### config.mk
export PLATFORM = sky130hd
export DESIGN_NAME = tour_move_sequencer
export DESIGN_NICKNAME = d
export VERILOG_FILES = /design/src/rtl/tour_move_sequencer.sv
export SDC_FILE = /design/constraint.sdc
export NUM_CORES = 1
export LEC_CHECK = 0
export ABC_CLOCK_PERIOD_IN_PS = 2200
export BUFFER_PORTS_ARGS = -buffer_cell sky130_fd_sc_hd__buf_4
export CAP_MARGIN = 25
export CORE_MARGIN = 3
export CORE_UTILIZATION = 45
export DETAILED_ROUTE_END_ITERATION = 10
export PLACE_DENSITY = 0.78
export SYNTH_ARGS = -nofsm -noshare
export SYNTH_HDL_FRONTEND = slang
export SYNTH_SLANG_ARGS = --single-unit
### constraint.sdc
create_clock -name clk -period 2.2 [get_ports clk]
set_input_delay 0.22 -clock clk [delete_from_list [all_inputs] [get_ports clk]]
set_output_delay 0.22 -clock clk [all_outputs]
set_load 0.01 [all_outputs]
### src/rtl/tour_move_sequencer.sv
// Command-source mux between the UART path and the tour replay: splits each knight move into two legs.
// Optional TOUR_FANFARE_EN: horizontal legs use the fanfare opcode 4'h3 instead of 4'h2.
module tour_move_sequencer #(
  parameter int NUM_MOVES = 24,
  parameter int IDX_W     = 5
) (
  input  logic             clk,
  input  logic             rst_n,
  input  logic [15:0]      cmd_UART,
  input  logic             cmd_rdy_UART,
  output logic             clr_cmd_rdy_UART,
  input  logic             start_tour,
  input  logic [7:0]       move,
  output logic [IDX_W-1:0] mv_indx,
  output logic [15:0]      cmd,
  output logic             cmd_rdy,
  input  logic             clr_cmd_rdy,
  input  logic             send_resp,
  output logic [7:0]       resp,
  output logic             tour_busy
);

  localparam logic [2:0] IDLE      = 3'd0;
  localparam logic [2:0] VERT      = 3'd1;
  localparam logic [2:0] HOLD_VERT = 3'd2;
  localparam logic [2:0] HORZ      = 3'd3;
  localparam logic [2:0] HOLD_HORZ = 3'd4;

  localparam logic [3:0] VERT_OP = 4'h2;
`ifdef TOUR_FANFARE_EN
  localparam logic [3:0] HORZ_OP = 4'h3;
`else
  localparam logic [3:0] HORZ_OP = 4'h2;
`endif

  localparam logic [7:0] HEAD_NORTH = 8'h00;
  localparam logic [7:0] HEAD_WEST  = 8'h3F;
  localparam logic [7:0] HEAD_SOUTH = 8'h7F;
  localparam logic [7:0] HEAD_EAST  = 8'hBF;

  localparam logic [7:0] RESP_ACK  = 8'hA5;
  localparam logic [7:0] RESP_BUSY = 8'h5A;

  logic [2:0]       state;
  logic [15:0]      cmd_hold;
  logic [1:0]       dx_mag, dy_mag;
  logic             dx_neg, dy_neg;
  logic             move_valid;
  logic             last_move;
  logic [15:0]      vert_cmd, horz_cmd;

  assign move_valid = |move;
  assign last_move  = (mv_indx == IDX_W'(NUM_MOVES - 1));

  // Lowest set bit of the one-hot move picks the L-shape; magnitudes and signs kept separately.
  always_comb begin
    dx_mag = 2'd0;
    dy_mag = 2'd0;
    dx_neg = 1'b0;
    dy_neg = 1'b0;
    if (move[0]) begin
      dx_mag = 2'd1; dx_neg = 1'b0; dy_mag = 2'd2; dy_neg = 1'b0;
    end else if (move[1]) begin
      dx_mag = 2'd1; dx_neg = 1'b1; dy_mag = 2'd2; dy_neg = 1'b0;
    end else if (move[2]) begin
      dx_mag = 2'd2; dx_neg = 1'b1; dy_mag = 2'd1; dy_neg = 1'b0;
    end else if (move[3]) begin
      dx_mag = 2'd2; dx_neg = 1'b1; dy_mag = 2'd1; dy_neg = 1'b1;
    end else if (move[4]) begin
      dx_mag = 2'd1; dx_neg = 1'b1; dy_mag = 2'd2; dy_neg = 1'b1;
    end else if (move[5]) begin
      dx_mag = 2'd1; dx_neg = 1'b0; dy_mag = 2'd2; dy_neg = 1'b1;
    end else if (move[6]) begin
      dx_mag = 2'd2; dx_neg = 1'b0; dy_mag = 2'd1; dy_neg = 1'b1;
    end else if (move[7]) begin
      dx_mag = 2'd2; dx_neg = 1'b0; dy_mag = 2'd1; dy_neg = 1'b0;
    end
  end

  assign vert_cmd = {VERT_OP, (dy_neg ? HEAD_SOUTH : HEAD_NORTH), 2'b00, dy_mag};
  assign horz_cmd = {HORZ_OP, (dx_neg ? HEAD_WEST : HEAD_EAST), 2'b00, dx_mag};

  // cmd_hold captures the leg just accepted so the HOLD states keep presenting it.
  always_ff @(posedge clk or negedge rst_n) begin
    if (!rst_n) begin
      state     <= IDLE;
      mv_indx   <= '0;
      tour_busy <= 1'b0;
      cmd_hold  <= '0;
    end else begin
      case (state)
        IDLE: begin
          if (start_tour) begin
            mv_indx   <= '0;
            tour_busy <= 1'b1;
            state     <= VERT;
          end
        end
        VERT: begin
          if (!move_valid) begin
            state     <= IDLE;
            tour_busy <= 1'b0;
            mv_indx   <= '0;
          end else if (clr_cmd_rdy) begin
            cmd_hold <= vert_cmd;
            state    <= HOLD_VERT;
          end
        end
        HOLD_VERT: begin
          if (send_resp) state <= HORZ;
        end
        HORZ: begin
          if (clr_cmd_rdy) begin
            cmd_hold <= horz_cmd;
            state    <= HOLD_HORZ;
          end
        end
        HOLD_HORZ: begin
          if (send_resp) begin
            if (last_move) begin
              state     <= IDLE;
              tour_busy <= 1'b0;
              mv_indx   <= '0;
            end else begin
              mv_indx <= mv_indx + IDX_W'(1);
              state   <= VERT;
            end
          end
        end
        default: begin
          state     <= IDLE;
          tour_busy <= 1'b0;
          mv_indx   <= '0;
        end
      endcase
    end
  end

  // Outside IDLE the UART side is frozen so its pending command survives the tour.
  always_comb begin
    cmd              = cmd_UART;
    cmd_rdy          = cmd_rdy_UART;
    clr_cmd_rdy_UART = clr_cmd_rdy;
    resp             = RESP_ACK;
    case (state)
      IDLE: ;
      VERT: begin
        cmd              = vert_cmd;
        cmd_rdy          = move_valid;
        clr_cmd_rdy_UART = 1'b0;
        resp             = RESP_BUSY;
      end
      HOLD_VERT: begin
        cmd              = cmd_hold;
        cmd_rdy          = 1'b0;
        clr_cmd_rdy_UART = 1'b0;
        resp             = RESP_BUSY;
      end
      HORZ: begin
        cmd              = horz_cmd;
        cmd_rdy          = 1'b1;
        clr_cmd_rdy_UART = 1'b0;
        resp             = RESP_BUSY;
      end
      HOLD_HORZ: begin
        cmd              = cmd_hold;
        cmd_rdy          = 1'b0;
        clr_cmd_rdy_UART = 1'b0;
        resp             = last_move ? RESP_ACK : RESP_BUSY;
      end
      default: begin
        cmd_rdy          = 1'b0;
        clr_cmd_rdy_UART = 1'b0;
      end
    endcase
  end

endmodule

==> impl_metrics.prom, run 1 <==
# TYPE chip_impl_metric gauge
chip_impl_metric{name="post_synth_edffs",unit=""} 0
chip_impl_metric{name="clock_sinks",unit=""} 15
chip_impl_metric{name="num-fill-cells",unit=""} 207
chip_impl_info{name="worst_path_top_cell_family_by_delay",value="flip-flops"} 1
chip_impl_metric{name="finalCriticalPeriod",unit="ns"} 2.064
chip_impl_metric{name="initial_utilization",unit="%"} 49.86
chip_impl_metric{name="fin_crit_sh",unit="%"} 93.82
chip_impl_metric{name="num_antenna_cells",unit=""} 0
chip_impl_metric{name="timing.critical_path.buf_inv",unit=""} 2
chip_impl_metric{name="drc_errors",unit=""} 0
chip_impl_info{name="cp-end-kind",value="primary output"} 1
chip_impl_metric{name="final_nets",unit=""} 252
chip_impl_metric{name="ir_worst_vdd",unit="mV"} 1.142
chip_impl_metric{name="slew_headroom",unit="%"} 60.93
chip_impl_metric{name="total_switching_power",unit="mW"} 1.109
chip_impl_metric{name="tns",unit="ns"} 0
chip_impl_info{name="critical-path-slowest-cell",value="dfrtp_2"} 1
chip_impl_metric{name="cellInternalPower",unit="mW"} 1.369
chip_impl_metric{name="cpPeakStageDelay",unit="ns"} 0.50
chip_impl_metric{name="total_power",unit="mW"} 2.478
chip_impl_info{name="outcome",value="finished clean"} 1
chip_impl_info{name="critical_path.most_common_cell",value="buf_4"} 1
chip_impl_metric{name="postLayoutCoreUtil",unit="%"} 70.88
chip_impl_metric{name="number_of_setup_violations_in_the_final_report",unit=""} 0
chip_impl_info{name="cts_tree",value="done"} 1
chip_impl_metric{name="place_congestion",unit=""} 0.8337
chip_impl_metric{name="timing.max_cap.violations",unit=""} 0
chip_impl_metric{name="multi_input_area",unit="um2"} 828.3
chip_impl_metric{name="grt_usage",unit="%"} 21.21
chip_impl_metric{name="worst-r2r-cell-count",unit=""} 4
chip_impl_metric{name="power_density_over_the_cells",unit="mW/mm2"} 1338
chip_impl_metric{name="syn-instance-count",unit=""} 158
chip_impl_metric{name="rows",unit=""} 18
chip_impl_info{name="hold_path.class",value="in2reg"} 1
chip_impl_metric{name="worst_skew_pair.late_latency",unit="ns"} 0.29
chip_impl_metric{name="worst-path-stages",unit=""} 6
chip_impl_info{name="cp-start-kind",value="flop"} 1
chip_impl_metric{name="grt_max_degree",unit=""} 20
chip_impl_metric{name="static_leakage",unit="nW"} 0.8907
chip_impl_metric{name="yosys_warnings",unit=""} 0
chip_impl_metric{name="skew",unit="ns"} 0.004755
chip_impl_metric{name="drive_gt1_share",unit="%"} 41.36
chip_impl_metric{name="switching_share",unit="%"} 44.75
chip_impl_metric{name="core-area",unit="mm2"} 0.002613
chip_impl_metric{name="max_clock_freq",unit="MHz"} 484.5
chip_impl_metric{name="numPortBuffers",unit=""} 61
chip_impl_metric{name="hold-path-cell-count",unit=""} 2
chip_impl_metric{name="die_area",unit="mm2"} 0.003576
chip_impl_metric{name="worst-endpoint-required",unit="ns"} 1.98
chip_impl_info{name="cts-root-buf",value="clkbuf_4"} 1
chip_impl_metric{name="cts-htree-levels",unit=""} 1
chip_impl_metric{name="viasPerCell",unit=""} 6.108
chip_impl_info{name="grt_setup_unrepaired",value="false"} 1
chip_impl_metric{name="clk_transition_reported_paths",unit="ns"} 0.10
chip_impl_metric{name="p_comb_share",unit="%"} 72.4
chip_impl_metric{name="register_area",unit="um2"} 377.9
chip_impl_metric{name="seq_power_share",unit="%"} 20.7
chip_impl_metric{name="grt_first_pass_wirelength",unit="um"} 5906
chip_impl_metric{name="io-pin-count",unit=""} 62
chip_impl_metric{name="critPathArrivalTime",unit="ns"} 1.84
chip_impl_metric{name="floorplan.die.width",unit="um"} 59.80
chip_impl_metric{name="grt-ovfl-total",unit=""} 0
chip_impl_metric{name="mappedNetlistArea",unit="mm2"} 0.001302
chip_impl_metric{name="report.final.hold_viol_count",unit=""} 0
chip_impl_metric{name="synth-async-reset-ratio",unit="%"} 100.0
chip_impl_metric{name="synth_seq_area_share",unit="%"} 28.82
chip_impl_info{name="timing.critical_path.cells",value="buf_4 > nand3b_1 > a21oi_2 > o21ai_0 > a22oi_1 > buf_4"} 1
chip_impl_metric{name="drt_first_iter_violations",unit=""} 74
chip_impl_metric{name="worst_pin_slew",unit="ns"} 0.5843
chip_impl_metric{name="clock_power_share",unit="%"} 6.8
chip_impl_metric{name="detail_route.first_pass.iterations",unit=""} 4
chip_impl_metric{name="die_y",unit="um"} 59.80
chip_impl_metric{name="cts_made_buffers",unit=""} 3
chip_impl_info{name="setup.worst_path.class",value="reg2out"} 1
chip_impl_metric{name="route.final.wire_length",unit="um"} 3892
chip_impl_metric{name="detail_route.wl_per_cell",unit="um"} 15.57
chip_impl_metric{name="detailed_placement_hpwl",unit="um"} 2855
chip_impl_metric{name="worstPathMaxFanout",unit=""} 14
chip_impl_metric{name="postSynthNetCount",unit=""} 189
chip_impl_metric{name="synthesis.area_per_instance",unit="um2"} 8.244
chip_impl_metric{name="num_vias",unit=""} 1527
chip_impl_metric{name="first_global_vias",unit=""} 1379
chip_impl_metric{name="ys_seq_elements",unit=""} 15
chip_impl_info{name="ys_dominant_reg_cell",value="dfrtp_1"} 1
chip_impl_metric{name="detail-route-antenna-nets",unit=""} 0
chip_impl_metric{name="whs",unit="ns"} 0.1637
chip_impl_metric{name="syn2layout_area_growth",unit="%"} 42.17
chip_impl_metric{name="max-clock-path-buffers",unit=""} 2
chip_impl_metric{name="antenna_violations_before_repair",unit=""} 0
chip_impl_metric{name="netlist-cell-type-count",unit=""} 51
chip_impl_metric{name="drv_slew",unit=""} 0
-- final timing paths --
path	startpoint	to	slack (ns)
setup / recovery	state[2]	cmd[11]	0.14
hold / removal	send_resp	state[2]	0.16
setup reg to reg	state[1]	mv_indx[2]	0.28
hold reg to reg	cmd_hold[13]	cmd_hold[13]	0.47
max in group asynchronous	rst_n	state[2]	1.67
min in group asynchronous	rst_n	mv_indx[3]	0.33
-- power groups by stage --
stage / sequential, mW / clock (mW) / combinational [mW]
detailed placement: 0.509 / 0 / 1.70
global route: 0.531 / 0.182 / 1.94
floorplan: 0.434 / 0 / 1.12
global placement: 0.500 / 0 / 1.67
finish: 0.514 / 0.169 / 1.79
CTS: 0.507 / 0.169 / 1.71
-- repair_timing --
action / 4_1_cts / 5_1_grt
gates cloned: 0 / 0
resized for setup: 2 / 4
pin swaps: 0 / 1
setup endpoints to repair: 12 / 22
endpoints found under the hold margin: 15 / 0
buffers inserted: 0 / 4
hold buffers: 1 / 0
-- cells by family after synthesis --
family | Yosys count | synth area share, %
AO/OA/AOI/OAI | 54 | 29.20
XOR/XNOR | 1 | 0.6726
adder cells (fa/ha/maj) | 1 | 0.9605
buffers and inverters | 22 | 9.029
flip-flops | 15 | 28.82
multiplexers | 8 | 6.916
AND/OR/NAND/NOR | 57 | 24.40
-- final cells by class --
type,instances,area share (%)
timing repair buffer,74,30.14
multi-input combinational,121,44.73
inverter,6,1.216
clock inverter,1,0.2703
tap,30,2.027
sequential,15,20.41
clock buffer,3,1.216
-- cells in the final DEF, fill, tap and decap left out, types with 2 or more instances in the layout --
cell type / n
nand3b_1: 2
o21ai_0: 7
a31oi_1: 4
o31a_1: 3
dfrtp_2: 2
buf_4: 73
nand2b_1: 4
nor2b_1: 3
nor2_1: 11
inv_1: 6
and2_1: 6
a21o_1: 7
clkbuf_4: 3
mux2i_1: 3
nor3_1: 4
o32ai_1: 2
a21oi_1: 9
dfrtp_1: 13
or3_1: 2
a22oi_1: 4
o211ai_1: 2
nand2_1: 10
or4_4: 2
o21a_1: 2
a22o_1: 2
mux2_2: 4
nand3_1: 3
-- metrics by stage --
| stage | cells | setup WS (ns) | instance area [um2] |
|---|---|---|---|
| after floorplan | 158 | 0.4574 | 1303 |
| after global placement | 241 | 0.3008 | 1763 |
| after detailed placement | 241 | 0.2249 | 1763 |
| after CTS | 246 | 0.0002287 | 1809 |
| after global routing | 250 | 0.008508 | 1852 |
| final | 250 | 0.1360 | 1852 |
-- cell usage after synthesis (2+ instances only) --
cell type | instances | area [um2]
dfrtp_1 | 15 | 375.4
nand2_1 | 11 | 41.29
nor2_1 | 11 | 41.29
a21oi_1 | 10 | 50.05
a21o_1 | 7 | 52.55
o21ai_0 | 7 | 35.03
and2_1 | 6 | 37.54
buf_4 | 6 | 45.04
inv_1 | 6 | 22.52
a22oi_1 | 4 | 30.03
a31oi_1 | 4 | 25.02
buf_1 | 4 | 15.01
buf_2 | 4 | 20.02
mux2_2 | 4 | 45.04
nand2b_1 | 4 | 25.02
nor3_1 | 4 | 20.02
mux2i_1 | 3 | 30.03
nand3_1 | 3 | 15.01
nor2b_1 | 3 | 18.77
o31a_1 | 3 | 26.28
a22o_1 | 2 | 17.52
nand3b_1 | 2 | 15.01
nor3b_1 | 2 | 15.01
o211ai_1 | 2 | 15.01
o21a_1 | 2 | 15.01
o32ai_1 | 2 | 17.52
or3_1 | 2 | 12.51
or4_4 | 2 | 22.52
-- routing by layer --
| metal | up-vias | part of all wire (%) | global-route usage (%) |
|---|---|---|---|
| li1 | 707 | - | - |
| met1 | 722 | 40 | 25.50 |
| met2 | 90 | 48 | 37.81 |
| met3 | 8 | 11 | 3.456 |
| met4 | 0 | 0.92 | 7.278 |
| met5 | - | 0 | 0 |
-- registers in the layout, summed over array words and instances, names as in the netlist --
signal	flops
tour_busy	1
state	3
cmd_hold	6
mv_indx	5
(Power assumes the default switching activity.)
==> inputs of run 2 (changes only) <==
Settings changed: SETUP_SLACK_MARGIN set to 0.5.
==> run 2 against run 1 <==
Non-clock buffer count increased by 23. Global-route usage increased by 3.9 points. Clock power about the same. Highest routed layer unchanged. Design area increased by 16%. Sequential share of layout area decreased by 2.7 points. Combinational power increased by 29%.
==> impl_metrics.prom, run 2 (synthesis results as in run 1) <==
# TYPE chip_impl_metric gauge
chip_impl_metric{name="drt_first_iter_violations",unit=""} 123
chip_impl_metric{name="final_nets",unit=""} 275
chip_impl_metric{name="numPortBuffers",unit=""} 61
chip_impl_metric{name="detail-route-antenna-nets",unit=""} 0
chip_impl_metric{name="skew",unit="ns"} 0.006950
chip_impl_metric{name="clk_transition_reported_paths",unit="ns"} 0.11
chip_impl_metric{name="tns",unit="ns"} 0
chip_impl_info{name="hold_path.class",value="in2reg"} 1
chip_impl_metric{name="timing.critical_path.buf_inv",unit=""} 1
chip_impl_metric{name="max_clock_freq",unit="MHz"} 524.4
chip_impl_metric{name="cts-htree-levels",unit=""} 1
chip_impl_metric{name="floorplan.die.width",unit="um"} 59.80
chip_impl_info{name="cp-start-kind",value="flop"} 1
chip_impl_info{name="cts_tree",value="done"} 1
chip_impl_metric{name="die_area",unit="mm2"} 0.003576
chip_impl_info{name="top_register",value="cmd_hold"} 1
chip_impl_metric{name="slew_headroom",unit="%"} 70.95
chip_impl_metric{name="detail_route.wl_per_cell",unit="um"} 16.78
chip_impl_metric{name="io-pin-count",unit=""} 62
chip_impl_metric{name="largest_reg_flops",unit=""} 6
chip_impl_metric{name="worst_pin_slew",unit="ns"} 0.4339
chip_impl_metric{name="r2r_slack",unit="ns"} 0.41
chip_impl_metric{name="rows",unit=""} 18
chip_impl_info{name="mostFrequentLayoutCell",value="buf_4"} 1
chip_impl_metric{name="grt_usage",unit="%"} 25.12
chip_impl_metric{name="grt_max_degree",unit=""} 16
chip_impl_metric{name="post_dp_cell_area",unit="mm2"} 0.001760
chip_impl_info{name="timing.critical_path.cells",value="mux2_2 > a32o_1 > a21oi_1 > o21ai_1 > buf_4"} 1
chip_impl_metric{name="drive_gt1_share",unit="%"} 53.91
chip_impl_metric{name="cts_made_buffers",unit=""} 3
chip_impl_info{name="cp-end-kind",value="primary output"} 1
chip_impl_metric{name="worst-path-stages",unit=""} 5
chip_impl_metric{name="cpPeakStageDelay",unit="ns"} 0.46
chip_impl_metric{name="max-clock-path-buffers",unit=""} 2
chip_impl_info{name="cts-root-buf",value="clkbuf_4"} 1
chip_impl_metric{name="route.final.wire_length",unit="um"} 4582
chip_impl_metric{name="report.final.hold_viol_count",unit=""} 0
chip_impl_metric{name="critPathArrivalTime",unit="ns"} 1.69
chip_impl_metric{name="worst-endpoint-required",unit="ns"} 1.98
chip_impl_info{name="largest_registers",value="cmd_hold (6), mv_indx (5), state (3)"} 1
chip_impl_metric{name="antenna_violations_before_repair",unit=""} 0
chip_impl_info{name="layout.cells.most_common_list",value="buf_4, dfrtp_1, nand2_1, nor2_1"} 1
chip_impl_metric{name="die_y",unit="um"} 59.80
chip_impl_metric{name="num_antenna_cells",unit=""} 0
chip_impl_metric{name="drc_errors",unit=""} 0
chip_impl_metric{name="worstPathMaxFanout",unit=""} 6
chip_impl_metric{name="core-area",unit="mm2"} 0.002613
chip_impl_metric{name="detailed_placement_hpwl",unit="um"} 2829
chip_impl_metric{name="ir_worst_vdd",unit="mV"} 1.337
chip_impl_metric{name="viasPerCell",unit=""} 6.114
chip_impl_metric{name="detail_route.first_pass.iterations",unit=""} 5
chip_impl_metric{name="static_leakage",unit="nW"} 1.032
chip_impl_metric{name="worst-r2r-cell-count",unit=""} 5
chip_impl_metric{name="worst_skew_pair.late_latency",unit="ns"} 0.29
chip_impl_metric{name="finalCriticalPeriod",unit="ns"} 1.907
chip_impl_info{name="worst_hold_path.endpoint",value="state[2]"} 1
chip_impl_info{name="min_from",value="send_resp"} 1
chip_impl_metric{name="initial_utilization",unit="%"} 49.86
chip_impl_metric{name="syn2layout_area_growth",unit="%"} 64.75
chip_impl_info{name="outcome",value="finished clean"} 1
chip_impl_metric{name="fin_area",unit="mm2"} 0.002146
chip_impl_info{name="grt_setup_unrepaired",value="true"} 1
chip_impl_info{name="setup.worst_path.class",value="reg2out"} 1
chip_impl_info{name="worst_path_top_cell_family_by_delay",value="flip-flops"} 1
chip_impl_metric{name="clock_sinks",unit=""} 15
chip_impl_info{name="worst_r2r_startpoint",value="state[0]"} 1
chip_impl_metric{name="number_of_setup_violations_in_the_final_report",unit=""} 0
chip_impl_info{name="critical-path-slowest-cell",value="dfrtp_2"} 1
chip_impl_metric{name="fin_crit_sh",unit="%"} 86.67
chip_impl_metric{name="num_vias",unit=""} 1669
chip_impl_metric{name="power_density_over_the_cells",unit="mW/mm2"} 1385
chip_impl_info{name="rr_endpoint",value="tour_busy"} 1
chip_impl_metric{name="timing.max_cap.violations",unit=""} 0
chip_impl_metric{name="drv_slew",unit=""} 0
chip_impl_metric{name="place_congestion",unit=""} 0.8093
chip_impl_metric{name="hold-path-cell-count",unit=""} 2
chip_impl_metric{name="first_global_vias",unit=""} 1575
chip_impl_metric{name="grt_first_pass_wirelength",unit="um"} 6975
chip_impl_metric{name="grt-ovfl-total",unit=""} 0
-- run 2: cell types whose count changed in the layout (fill, tap and decap cells not counted), moves of 2 or more --
cell and change:
buf_4 +16, o21ai_1 +3, a21oi_2 +2, inv_2 +2
buf_6 +5, inv_1 -2, a21oi_1 -2, o21ai_0 -3
-- run 2: what timing repair did --
| item | 4_1_cts | 5_1_grt |
|---|---|---|
| setup buffers | 22 | 6 |
| pin swaps | 3 | 11 |
| endpoints found under the setup margin | 33 | 33 |
| endpoints found under the hold margin | 15 | 0 |
| cloned | 0 | 0 |
| gates resized for setup | 23 | 12 |
| hold buffers | 1 | 0 |
-- run 2: power by group --
group | internal, mW | switching [mW]
combinational | 1.25 | 1.06
clock | 0.0676 | 0.103
sequential | 0.370 | 0.116
total | 1.69 | 1.28
-- run 2: layout make-up --
cell class	instances	area (um2)
Fill cell	175	466.7
Sequential cell	15	379.1
Clock buffer	3	22.52
Timing Repair Buffer	97	759.5
Clock inverter	1	5.005
Tap cell	30	37.54
Inverter	6	22.52
Multi-Input combinational cell	121	919.6
-- run 2: stage by stage --
stage	setup WS, ns	std cells	utilization (%)	hold slack [ns]	power (mW)
2_1_floorplan	0.5131	158	-	-0.07559	1.561
3_3_place_gp	0.3052	240	67.39	0.08773	2.167
3_5_place_dp	0.1884	240	67.39	0.09444	2.203
4_1_cts	0.3526	267	78.74	0.1684	2.751
5_1_grt	0.2213	273	82.14	0.1788	3.168
6_report	0.2932	273	82.14	0.1813	2.971
-- run 2: worst max path at each step --
stage,end,start,slack [ns]
6_report,cmd[0],state[2],0.29
5_1_grt,cmd[6],state[2],0.22
4_1_cts,cmd[8],state[2],0.35
3_5_place_dp,cmd[13],state[0],0.19
3_3_place_gp,cmd[13],state[0],0.31
2_1_floorplan,cmd[10],state[2],0.51
-- run 2: routing by layer --
layer	share of wire, %	global-route usage [%]
met1	39	29.83
met2	49	45.83
met3	10	4.320
met4	1.5	6.962
met5	0	0
==> inputs of run 3 (changes only) <==
Settings changed: ABC_AREA set to 1, PLACE_DENSITY 0.78 to 0.79.
==> run 3 against run 2 <==
Fmax increased by 5.7%. Hold slack better by 0.086 ns. Design area down 5.4%. Total power up 11%. Utilization fell by 1.6 points. Die area decreased by 5.7%. Clock skew increased by 0.00071 ns. Critical path type unchanged. Critical endpoint is now cmd[7]. Largest cell class unchanged.
==> impl_metrics.prom, run 3 <==
# TYPE chip_impl_metric gauge
chip_impl_info{name="setup.worst_path.class",value="reg2out"} 1
chip_impl_metric{name="skew",unit="ns"} 0.007662
chip_impl_metric{name="syn2layout_area_growth",unit="%"} 66.46
chip_impl_metric{name="fin_area",unit="mm2"} 0.002031
chip_impl_metric{name="first_global_vias",unit=""} 1421
chip_impl_metric{name="static_leakage",unit="nW"} 1.139
chip_impl_metric{name="worst-endpoint-required",unit="ns"} 1.98
chip_impl_metric{name="ir_worst_vdd",unit="mV"} 1.265
chip_impl_metric{name="grt_max_degree",unit=""} 16
chip_impl_info{name="outcome",value="finished clean"} 1
chip_impl_metric{name="largest_reg_flops",unit=""} 6
chip_impl_metric{name="postLayoutSetupSlackWorst",unit="ns"} 0.3967
chip_impl_info{name="synth.top_cells.by_count",value="nand2_1, inv_1, dfrtp_1, nand3_1, nor2_1"} 1
chip_impl_metric{name="clk_transition_reported_paths",unit="ns"} 0.09
chip_impl_info{name="cts-root-buf",value="clkbuf_4"} 1
chip_impl_metric{name="final_nets",unit=""} 305
chip_impl_metric{name="clock_sinks",unit=""} 15
chip_impl_metric{name="switching_share",unit="%"} 48.70
chip_impl_metric{name="yosys_warnings",unit=""} 0
chip_impl_metric{name="grt_first_pass_wirelength",unit="um"} 6134
chip_impl_info{name="synth_most_common_cell",value="nand2_1"} 1
chip_impl_metric{name="drv_slew",unit=""} 0
chip_impl_metric{name="total_power",unit="mW"} 3.301
chip_impl_info{name="worst_hold_path.endpoint",value="cmd_hold[11]"} 1
chip_impl_metric{name="report.final.hold_viol_count",unit=""} 0
chip_impl_metric{name="floorplan.die.width",unit="um"} 58.07
chip_impl_metric{name="synthXorXnorAreaFrac",unit="%"} 1.436
chip_impl_metric{name="number_of_setup_violations_in_the_final_report",unit=""} 0
chip_impl_metric{name="r2r_slack",unit="ns"} 0.62
chip_impl_metric{name="grt_usage",unit="%"} 23.39
chip_impl_metric{name="core-area",unit="mm2"} 0.002522
chip_impl_info{name="layout.cells.most_common_list",value="buf_4, nand2_1, inv_1"} 1
chip_impl_metric{name="place_congestion",unit=""} 0.8365
chip_impl_info{name="cts_tree",value="done"} 1
chip_impl_metric{name="num_antenna_cells",unit=""} 0
chip_impl_metric{name="p_comb_share",unit="%"} 81.3
chip_impl_metric{name="netlist-cell-type-count",unit=""} 26
chip_impl_metric{name="num_vias",unit=""} 1560
chip_impl_metric{name="syn-instance-count",unit=""} 188
chip_impl_info{name="cp-start-kind",value="flop"} 1
chip_impl_metric{name="postSynthNetCount",unit=""} 219
chip_impl_metric{name="cellInternalPower",unit="mW"} 1.693
chip_impl_metric{name="slew_headroom",unit="%"} 80.28
chip_impl_info{name="synthDominantAreaCellType",value="dfrtp_1"} 1
chip_impl_metric{name="drive_gt1_share",unit="%"} 47.25
chip_impl_metric{name="power_density_over_the_cells",unit="mW/mm2"} 1625
chip_impl_metric{name="detailed_placement_hpwl",unit="um"} 2570
chip_impl_metric{name="max_clock_freq",unit="MHz"} 554.5
chip_impl_info{name="worst_r2r_startpoint",value="state[0]"} 1
chip_impl_metric{name="post-synth-top-area-fraction",unit="%"} 30.77
chip_impl_metric{name="num-fill-cells",unit=""} 172
chip_impl_metric{name="total_switching_power",unit="mW"} 1.607
chip_impl_metric{name="worst_skew_pair.late_latency",unit="ns"} 0.30
chip_impl_metric{name="detail_route.first_pass.iterations",unit=""} 4
chip_impl_metric{name="fin_crit_sh",unit="%"} 81.97
chip_impl_metric{name="detailedPlace.worstSlack",unit="ns"} 0.4803
chip_impl_metric{name="grt-ovfl-total",unit=""} 0
chip_impl_metric{name="numPortBuffers",unit=""} 61
chip_impl_info{name="largest_registers",value="cmd_hold (6), mv_indx (5), state (3)"} 1
chip_impl_metric{name="synth_seq_area_share",unit="%"} 30.77
chip_impl_metric{name="ys_seq_elements",unit=""} 15
chip_impl_metric{name="worstPathMaxFanout",unit=""} 6
chip_impl_info{name="grt_setup_unrepaired",value="true"} 1
chip_impl_info{name="hold_path.class",value="in2reg"} 1
chip_impl_info{name="ys_dominant_reg_cell",value="dfrtp_1"} 1
chip_impl_metric{name="finalCriticalPeriod",unit="ns"} 1.803
chip_impl_metric{name="seq_power_share",unit="%"} 13.7
chip_impl_metric{name="synth-async-reset-ratio",unit="%"} 100.0
chip_impl_metric{name="synthAdderAreaFrac",unit="%"} 1.026
chip_impl_metric{name="detail-route-antenna-nets",unit=""} 0
chip_impl_metric{name="worst-r2r-cell-count",unit=""} 8
chip_impl_metric{name="viasPerCell",unit=""} 5.149
chip_impl_info{name="rr_endpoint",value="mv_indx[0]"} 1
chip_impl_metric{name="post_synth_edffs",unit=""} 0
chip_impl_metric{name="synthSimpleGateAreaFrac",unit="%"} 46.87
chip_impl_metric{name="worst_pin_slew",unit="ns"} 0.2958
chip_impl_metric{name="mappedNetlistArea",unit="mm2"} 0.001220
chip_impl_metric{name="critPathArrivalTime",unit="ns"} 1.58
chip_impl_info{name="post_synth_main_area_contributors",value="dfrtp_1, nand2_1, nand3_1, inv_1, nor2_1"} 1
chip_impl_info{name="cp-end-kind",value="primary output"} 1
chip_impl_metric{name="timing.max_cap.violations",unit=""} 0
chip_impl_metric{name="synth_compound_area_share",unit="%"} 8.821
chip_impl_metric{name="detail_route.wl_per_cell",unit="um"} 14.13
chip_impl_metric{name="hold-path-cell-count",unit=""} 3
chip_impl_metric{name="die_y",unit="um"} 58.07
chip_impl_metric{name="tns",unit="ns"} 0
chip_impl_metric{name="route.final.wire_length",unit="um"} 4282
chip_impl_info{name="top_register",value="cmd_hold"} 1
chip_impl_metric{name="clock_power_share",unit="%"} 5.0
chip_impl_metric{name="cts-htree-levels",unit=""} 1
chip_impl_metric{name="drt_first_iter_violations",unit=""} 89
chip_impl_metric{name="io-pin-count",unit=""} 62
chip_impl_metric{name="initial_utilization",unit="%"} 48.36
chip_impl_metric{name="die_area",unit="mm2"} 0.003372
chip_impl_metric{name="post_dp_cell_area",unit="mm2"} 0.001670
chip_impl_metric{name="synthesis.area_per_instance",unit="um2"} 6.489
chip_impl_info{name="mostFrequentLayoutCell",value="buf_4"} 1
chip_impl_metric{name="multi_input_area",unit="um2"} 790.8
chip_impl_metric{name="register_area",unit="um2"} 379.1
chip_impl_metric{name="cts_made_buffers",unit=""} 3
chip_impl_metric{name="rows",unit=""} 18
chip_impl_info{name="min_from",value="clr_cmd_rdy"} 1
chip_impl_info{name="synth_top_family_by_area",value="simple AND/OR/NAND/NOR gates"} 1
chip_impl_metric{name="drc_errors",unit=""} 0
chip_impl_metric{name="synth_mux_area_share",unit="%"} 0
chip_impl_metric{name="max-clock-path-buffers",unit=""} 2
chip_impl_metric{name="antenna_violations_before_repair",unit=""} 0
run 3: cell families (layout without fill, tap and decap cells):
logic type,count (synthesis),count (layout)
AOI/OAI and AO/OA,15,15
xor gates and xnor gates,2,2
adders and majority gates,1,1
buffers and inverters,30,114
DFF,15,15
and+or+nand+nor,125,126
run 3: through the flow:
| step | hold slack [ns] | instances | util (%) |
|---|---|---|---|
| after floorplan | -0.07559 | 188 | - |
| after global placement | 0.08674 | 273 | 66.22 |
| after global routing | 0.2817 | 303 | 80.51 |
| final | 0.2672 | 303 | 80.51 |
| after detailed placement | 0.08762 | 273 | 66.22 |
| after CTS | 0.2496 | 296 | 76.29 |
run 3: cell type report:
| type | count | share of cell area, % |
|---|---|---|
| Sequential cell | 15 | 18.67 |
| Clock buffer | 4 | 1.294 |
| Tap cell | 30 | 1.848 |
| Timing Repair inverter | 1 | 0.3697 |
| Inverter | 24 | 5.052 |
| Timing Repair Buffer | 85 | 33.83 |
| Multi-Input combinational cell | 144 | 38.94 |
run 3: what timing repair did:
action	CTS	global route
setup endpoints to repair	25	20
hold buffers	1	0
hold endpoints to repair	15	0
buffers inserted	16	7
gates cloned	2	0
pin swaps	8	8
resized for setup	23	15
run 3: power by group through the flow:
stage	clock, mW	sequential [mW]	combinational, mW
after global routing	0.180	0.463	2.88
after floorplan	0	0.442	1.26
after global placement	0	0.447	1.92
after CTS	0.162	0.448	2.36
after detailed placement	0	0.447	1.94
final	0.165	0.453	2.68
run 3: how the worst max path moves through the flow:
stage / from / to / depth (start not counted)
final: state[1] / cmd[7] / 7
after global routing: state[0] / cmd[8] / 7
after CTS: state[0] / cmd[8] / 7
after detailed placement: mv_indx[0] / resp[2] / 6
after global placement: mv_indx[0] / resp[2] / 6
after floorplan: mv_indx[0] / resp[2] / 6
run 3: critical path: stages (launching register included):
cell     delay, ns
dfrtp_2       0.47
nand2_2       0.11
inv_2         0.06
nand2_2       0.10
nand2_4       0.10
a21oi_4       0.22
nand2_1       0.08
buf_4         0.15
run 3: per-layer routing:
metal / share of wire (%) / vias up / wire length, um / global-route usage (%)
met4: 2.9 / 0 / 123 / 4.305
met1: 38 / 717 / 1641 / 29.26
met3: 8.9 / 14 / 380 / 5.345
met5: 0 / - / 0 / 0
li1: - / 753 / - / -
met2: 50 / 76 / 2137 / 41.29
